### config.mk
export PLATFORM = sky130hd
export DESIGN_NAME = fifo_rd_packer_flat
export DESIGN_NICKNAME = d
export VERILOG_FILES = /design/src/rtl/fifo_rd_packer_pkg.sv /design/src/rtl/fifo_rd_packer_if.sv /design/src/rtl/fifo_word_outreg.sv /design/src/rtl/fifo_rd_packer.sv /design/src/flat_wrapper.sv
export SDC_FILE = /design/constraint.sdc
export NUM_CORES = 1
export LEC_CHECK = 0
export ABC_CLOCK_PERIOD_IN_PS = 3300
export CORE_MARGIN = 1.5
export CORE_UTILIZATION = 40
export DETAILED_ROUTE_END_ITERATION = 10
export SLEW_MARGIN = 20
export SYNTH_ARGS = -nofsm -noshare
export SYNTH_HDL_FRONTEND = slang
export SYNTH_SLANG_ARGS = --single-unit
### constraint.sdc
create_clock -name rclk -period 3.3 [get_ports rclk]
set_clock_uncertainty 0.15 [all_clocks]
set_input_delay 0.495 -clock rclk [delete_from_list [all_inputs] [get_ports rclk]]
set_output_delay 0.495 -clock rclk [all_outputs]
set_load 0.03 [all_outputs]
### src/rtl/fifo_rd_packer_pkg.sv
// Shared constants and width helpers for the FIFO read-side packer.
package fifo_defs;

  localparam int DSIZE_DEF   = 8;
  localparam int PACK_DEF    = 4;
  localparam int TIMEOUT_DEF = 16;

  // One keep bit per lane, so the keep width equals the lane count.
  function automatic int keep_w(input int pack);
    return pack;
  endfunction

  // Lane counter must hold 0..PACK inclusive.
  function automatic int cnt_w(input int pack);
    return $clog2(pack + 1);
  endfunction

  // Idle counter holds 0..TIMEOUT; keep at least one bit when the timeout is disabled.
  function automatic int idle_w(input int timeout);
    return (timeout < 1) ? 1 : $clog2(timeout + 1);
  endfunction

  localparam int CNT_W_DEF  = cnt_w(PACK_DEF);
  localparam int IDLE_W_DEF = idle_w(TIMEOUT_DEF);

endpackage

### src/rtl/fifo_rd_packer_if.sv
// Packed-word output bus of the read-side packer.
// Handshake: a word transfers on a rising edge where m_valid and m_ready are both
// high; while m_valid=1 and m_ready=0 the master holds m_data/m_keep/m_valid stable.
interface fifo_rd_packer_if
  import fifo_defs::*;
#(
  parameter int DSIZE = DSIZE_DEF,
  parameter int PACK  = PACK_DEF
);
  logic [DSIZE*PACK-1:0] m_data;
  logic [PACK-1:0]       m_keep;
  logic                  m_valid;
  logic                  m_ready;

  modport master (output m_data, output m_keep, output m_valid, input m_ready);
  modport slave  (input m_data, input m_keep, input m_valid, output m_ready);
endinterface

### src/rtl/fifo_word_outreg.sv
// Valid/ready holding register for packed output words.
module fifo_word_outreg
  import fifo_defs::*;
#(
  parameter int DSIZE = DSIZE_DEF,
  parameter int PACK  = PACK_DEF
) (
  input  logic                  clk,
  input  logic                  rst,
  input  logic                  load_i,
  input  logic [DSIZE*PACK-1:0] data_i,
  input  logic [PACK-1:0]       keep_i,
  output logic                  slot_free_o,
  fifo_rd_packer_if.master      m_if
);

  // The slot can take a new word when empty or when the current one leaves this edge.
  always_comb begin
    slot_free_o = !m_if.m_valid || m_if.m_ready;
  end

  // Load a new word, or drop valid once the held word has been accepted.
  always_ff @(posedge clk) begin
    if (rst) begin
      m_if.m_data  <= '0;
      m_if.m_keep  <= '0;
      m_if.m_valid <= 1'b0;
    end else if (load_i) begin
      m_if.m_data  <= data_i;
      m_if.m_keep  <= keep_i;
      m_if.m_valid <= 1'b1;
    end else if (m_if.m_valid && m_if.m_ready) begin
      m_if.m_valid <= 1'b0;
    end
  end

endmodule

### src/rtl/fifo_rd_packer.sv
// Pops FIFO entries and packs PACK of them into one wide word; partial words
// leave on a flush request or after TIMEOUT idle cycles.
module fifo_rd_packer
  import fifo_defs::*;
#(
  parameter int DSIZE   = DSIZE_DEF,
  parameter int PACK    = PACK_DEF,
  parameter int TIMEOUT = TIMEOUT_DEF,
  localparam int CNT_W  = cnt_w(PACK),
  localparam int IDLE_W = idle_w(TIMEOUT)
) (
  input  logic             rclk,
  input  logic             rrst,
  input  logic [DSIZE-1:0] rdata,
  input  logic             rempty,
  output logic             rinc,
  input  logic             flush,
  fifo_rd_packer_if.master m_if,
  output logic [CNT_W-1:0] dbg_cnt_o
);

  logic [PACK-1:0][DSIZE-1:0] acc_q;
  logic [CNT_W-1:0]           cnt_q, cnt_d;
  logic [IDLE_W-1:0]          idle_q, idle_d;
  logic                       slot_free;
  logic                       timeout_hit;
  logic                       want_flush;
  logic                       load;
  logic [DSIZE*PACK-1:0]      word;
  logic [keep_w(PACK)-1:0]    keep;

  // Flush/pop decisions, the outgoing word image and counter next-state.
  always_comb begin
    timeout_hit = (TIMEOUT != 0) && (idle_q == IDLE_W'(TIMEOUT));
    want_flush  = (cnt_q != '0) &&
                  ((cnt_q == CNT_W'(PACK)) || flush || timeout_hit);
    load        = want_flush && slot_free;
    // A full accumulator may still pop when its word leaves this same edge.
    rinc        = !rrst && !rempty && ((cnt_q < CNT_W'(PACK)) || load);

    word = '0;
    keep = '0;
    for (int i = 0; i < PACK; i++) begin
      if (CNT_W'(i) < cnt_q) begin
        word[i*DSIZE +: DSIZE] = acc_q[i];
        keep[i]                = 1'b1;
      end
    end

    cnt_d = cnt_q;
    if (load && rinc)  cnt_d = CNT_W'(1);
    else if (load)     cnt_d = '0;
    else if (rinc)     cnt_d = cnt_q + CNT_W'(1);

    idle_d = idle_q;
    if (rinc || load || (cnt_q == '0))
      idle_d = '0;
    else if ((cnt_q < CNT_W'(PACK)) && (idle_q != IDLE_W'(TIMEOUT)))
      idle_d = idle_q + IDLE_W'(1);
  end

  // Lane and idle counters.
  always_ff @(posedge rclk) begin
    if (rrst) begin
      cnt_q  <= '0;
      idle_q <= '0;
    end else begin
      cnt_q  <= cnt_d;
      idle_q <= idle_d;
    end
  end

  // Accumulator lanes; a pop during a load restarts packing at lane 0.
  always_ff @(posedge rclk) begin
    for (int i = 0; i < PACK; i++) begin
      if (rinc && ((load && i == 0) || (!load && CNT_W'(i) == cnt_q)))
        acc_q[i] <= rdata;
    end
  end

  assign dbg_cnt_o = cnt_q;

  fifo_word_outreg #(
    .DSIZE (DSIZE),
    .PACK  (PACK)
  ) u_outreg (
    .clk         (rclk),
    .rst         (rrst),
    .load_i      (load),
    .data_i      (word),
    .keep_i      (keep),
    .slot_free_o (slot_free),
    .m_if        (m_if)
  );

endmodule

### src/flat_wrapper.sv
// flat-port wrapper written by rule: the top's interface ports become plain ports
module fifo_rd_packer_flat import fifo_defs::*;
#(
  parameter int DSIZE   = DSIZE_DEF,
  parameter int PACK    = PACK_DEF,
  parameter int TIMEOUT = TIMEOUT_DEF,
  localparam int CNT_W  = cnt_w(PACK),
  localparam int IDLE_W = idle_w(TIMEOUT)
)
  (rclk, rrst, rdata, rempty, rinc, flush, dbg_cnt_o, m_if_m_data, m_if_m_keep, m_if_m_valid, m_if_m_ready);
  fifo_rd_packer_if #(.DSIZE(DSIZE), .PACK(PACK)) m_if_i ();
  input  logic rclk;
  input  logic rrst;
  input  logic [DSIZE-1:0] rdata;
  input  logic rempty;
  output logic rinc;
  input  logic flush;
  output logic [CNT_W-1:0] dbg_cnt_o;
  output wire logic [$bits(m_if_i.m_data)-1:0] m_if_m_data;
  output wire logic [$bits(m_if_i.m_keep)-1:0] m_if_m_keep;
  output wire logic [$bits(m_if_i.m_valid)-1:0] m_if_m_valid;
  input wire logic [$bits(m_if_i.m_ready)-1:0] m_if_m_ready;
  assign m_if_m_data = m_if_i.m_data;
  assign m_if_m_keep = m_if_i.m_keep;
  assign m_if_m_valid = m_if_i.m_valid;
  assign m_if_i.m_ready = m_if_m_ready;
  fifo_rd_packer #(.DSIZE(DSIZE), .PACK(PACK), .TIMEOUT(TIMEOUT)) u_core (.rclk(rclk), .rrst(rrst), .rdata(rdata), .rempty(rempty), .rinc(rinc), .flush(flush), .m_if(m_if_i), .dbg_cnt_o(dbg_cnt_o));
endmodule
==> flow_metrics.env, run 1 <==
export IMPL_grt_use_total_pct=16.0
export IMPL_drt_total_wl_um=5590
export IMPL_coreArea_um2=6760
export IMPL_start_util_pct=41.3
export IMPL_p_leak_nw=1.34
export IMPL_crit_path_end_kind="output pin"
export IMPL_finalHoldViolCount=0
export IMPL_clkTransAtPathRegs_ns=0.08
export IMPL_clock_sinks=77
export IMPL_place_hpwl_um=3820
export IMPL_wl_per_cell_um=16.1
export IMPL_yosys_warnings=0
export IMPL_async_flop_share_pct=0
export IMPL_max_cap_violations=0
export IMPL_required_ns=2.65
export IMPL_synth_cell_types=44
export IMPL_rows=30
export IMPL_wl_met1_um=2590
export IMPL_place_gp_congestion=0.832
export IMPL_layout_drive_gt1_share_pct=14.6
export IMPL_grt_pass1_wl_um=8950
export IMPL_root_buffer="clkbuf_8"
export IMPL_overflow=0
export IMPL_yosysTopAreaCellShare_pct=34.5
export IMPL_hp_class="flip-flop to flip-flop"
export IMPL_status="complete, no violations"
export IMPL_final_cell_mix="53 x clkdlybuf4s50_1, 45 x dfxtp_1, 32 x edfxtp_1"
export IMPL_diodes=0
export IMPL_fin_hold_ws_ns=0.301
export IMPL_clockBufferDepth=2
export IMPL_peakVddDrop_mv=0.310
export IMPL_io_pins=54
export IMPL_grt_start_max_net_pins=36
export IMPL_rsz0062_at_grt="false"
export IMPL_cts_tree="yes"
export IMPL_arrival_ns=2.29
export IMPL_ys_ff_latch=77
export IMPL_synth_edf_count=32
export IMPL_avgSynthCellArea_um2=14.0
export IMPL_final_period_utilization_pct=89.0
export IMPL_wl_met2_um=2520
export IMPL_antenna_found_initial=0
export IMPL_met3WireLength_um=341
export IMPL_route_vias_total=1815
export IMPL_layout_commonest_cell="clkdlybuf4s50_1"
export IMPL_fin_nets=280
export IMPL_tightestPinTransition_ns=0.496
export IMPL_die_w_um=86.5
export IMPL_synth_ff_type="dfxtp_1"
export IMPL_first_pass_iters=4
export IMPL_period_needed_ns=2.94
export IMPL_top_layer="met4"
export IMPL_synth_cells=199
export IMPL_fin_setup_tns_ns=0
export IMPL_viasPerCell=5.23
export IMPL_fp_dieH_um=86.5
export IMPL_postCtsHoldBufs=0
export IMPL_post_cts_buffers=0
export IMPL_maxSlewViolCount=0
export IMPL_crit_path_start_kind="flip-flop"
export IMPL_syn_nets=217
export IMPL_power_density_nw_per_um2=517
export IMPL_fmax_mhz=341
export IMPL_path_class="flip-flop to output pin"
export IMPL_ant_nets=0
export IMPL_cts_htree_levels=3
export IMPL_synthTopCellsByArea="edfxtp_1 34%, dfxtp_1 32%, a22o_1 9.1%, ha_1 2.2%, nor2_1 1.7%"
export IMPL_cts_inserted_buffers=9
export IMPL_setup_viol=0
export IMPL_maxSlewHeadroom_pct=66.9
export IMPL_grt_pass1_vias=1684
export IMPL_port_buffers=53
export IMPL_area_growth_pct=29.7
export IMPL_syn_area_um2=2790
export IMPL_clkLatencyLatePin_ns=0.34
export IMPL_die_area_um2=7480
export IMPL_cts_resized_gates=0
export IMPL_drc_errors=0
export IMPL_seq_area_frac_synth_pct=66.8
export IMPL_crit_fanout=5
export IMPL_drt_iter0_drc=118
export IMPL_synth_top_area_cell="edfxtp_1"
[worst max-delay path, stage by stage, from the launching register on]
cell and delay, ns:
dfxtp_1 0.40, inv_1 0.06, ha_1 0.22, and4bb_4 0.24
nor4_1 0.34, nor2_1 0.10, clkdlybuf4s50_1 0.60
[sequential cells by signal, summed over array words and instances (netlist names)]
signal,count
u_core.u_outreg.m_if.m_data,32
u_core.acc_q,32
u_core.u_outreg.m_if.m_keep,4
u_core.idle_q,5
u_core.dbg_cnt_o,3
u_core.u_outreg.m_if.m_valid,1
[power by group]
| group | leakage [nW] | internal [mW] | switching, mW |
|---|---|---|---|
| combinational | 0.586 | 0.0551 | 0.0818 |
| clock | 0.0980 | 0.359 | 0.354 |
| sequential | 0.654 | 1.01 | 0.0102 |
[area by class of cell]
type	instances	area, um2
fillers	596	3140
flip-flops and latches	77	1860
multi-input cells	103	813
repair buffers	63	606
clock buffers	9	124
well taps	80	100
clock inverters	7	82.6
inverters	8	30.0
[kinds of logic after synthesis]
group | synth area share (%)
buffers and inverters | 4.08
multiplexers | 0.359
flip-flops | 66.8
AND/OR/NAND/NOR | 7.13
adder cells (fa/ha/maj) | 2.24
XOR/XNOR | 0.942
AO/OA/AOI/OAI | 18.5
[layer usage]
layer / track usage [%] / up-vias
li1: - / 884
met1: 21.4 / 852
met2: 23.7 / 69
met3: 5.90 / 10
met4: 6.01 / 0
met5: 0 / -
[Yosys cell counts, drive strengths merged (2+ instances only)]
| cell type | number |
|---|---|
| nand2b | 3 |
| xor2 | 2 |
| o211a | 2 |
| edfxtp | 32 |
| a21o | 3 |
| nor2 | 13 |
| o21ai | 2 |
| buf | 8 |
| clkbuf | 3 |
| dfxtp | 45 |
| a22o | 32 |
| a311oi | 3 |
| inv | 8 |
| ha | 5 |
| nand2 | 5 |
| nand4 | 2 |
| nor3 | 7 |
| a21oi | 4 |
[worst paths after layout]
path / from / end / slack, ns / depth (start not counted)
worst max-delay path: u_core.idle_q[0] / rinc / 0.36 / 6
worst min register to register: u_core.acc_q[7] / u_core.u_outreg.m_if.m_data[7] / 0.30 / 1
worst min-delay path: u_core.acc_q[7] / u_core.u_outreg.m_if.m_data[7] / 0.30 / 1
worst max register to register: u_core.idle_q[0] / u_core.acc_q[15] / 0.88 / 7
[stage by stage]
stage / area [um2] / util [%] / instances / setup WS [ns] / power, mW
after global placement: 3410 / 50.5 / 331 / 0.589 / 1.18
after detailed placement: 3410 / 50.5 / 331 / 0.572 / 1.18
after CTS: 3620 / 53.5 / 347 / 0.339 / 1.90
after floorplan: 2790 / - / 199 / 0.615 / 1.12
final: 3620 / 53.5 / 347 / 0.364 / 1.87
after global routing: 3620 / 53.5 / 347 / 0.142 / 1.95
No activity file was read; power rests on OpenSTA's default activity.
==> run 2, diff against run 1 <==
--- a/config.mk
+++ b/config.mk
@@ -8,6 +8,7 @@
 export ABC_CLOCK_PERIOD_IN_PS = 3300
 export CORE_MARGIN = 1.5
 export CORE_UTILIZATION = 40
+export CTS_CLUSTER_DIAMETER = 30
 export DETAILED_ROUTE_END_ITERATION = 10
 export SLEW_MARGIN = 20
 export SYNTH_ARGS = -nofsm -noshare
==> results of run 2 <==
Final layout, timing and power as in run 1 (identical DEF).
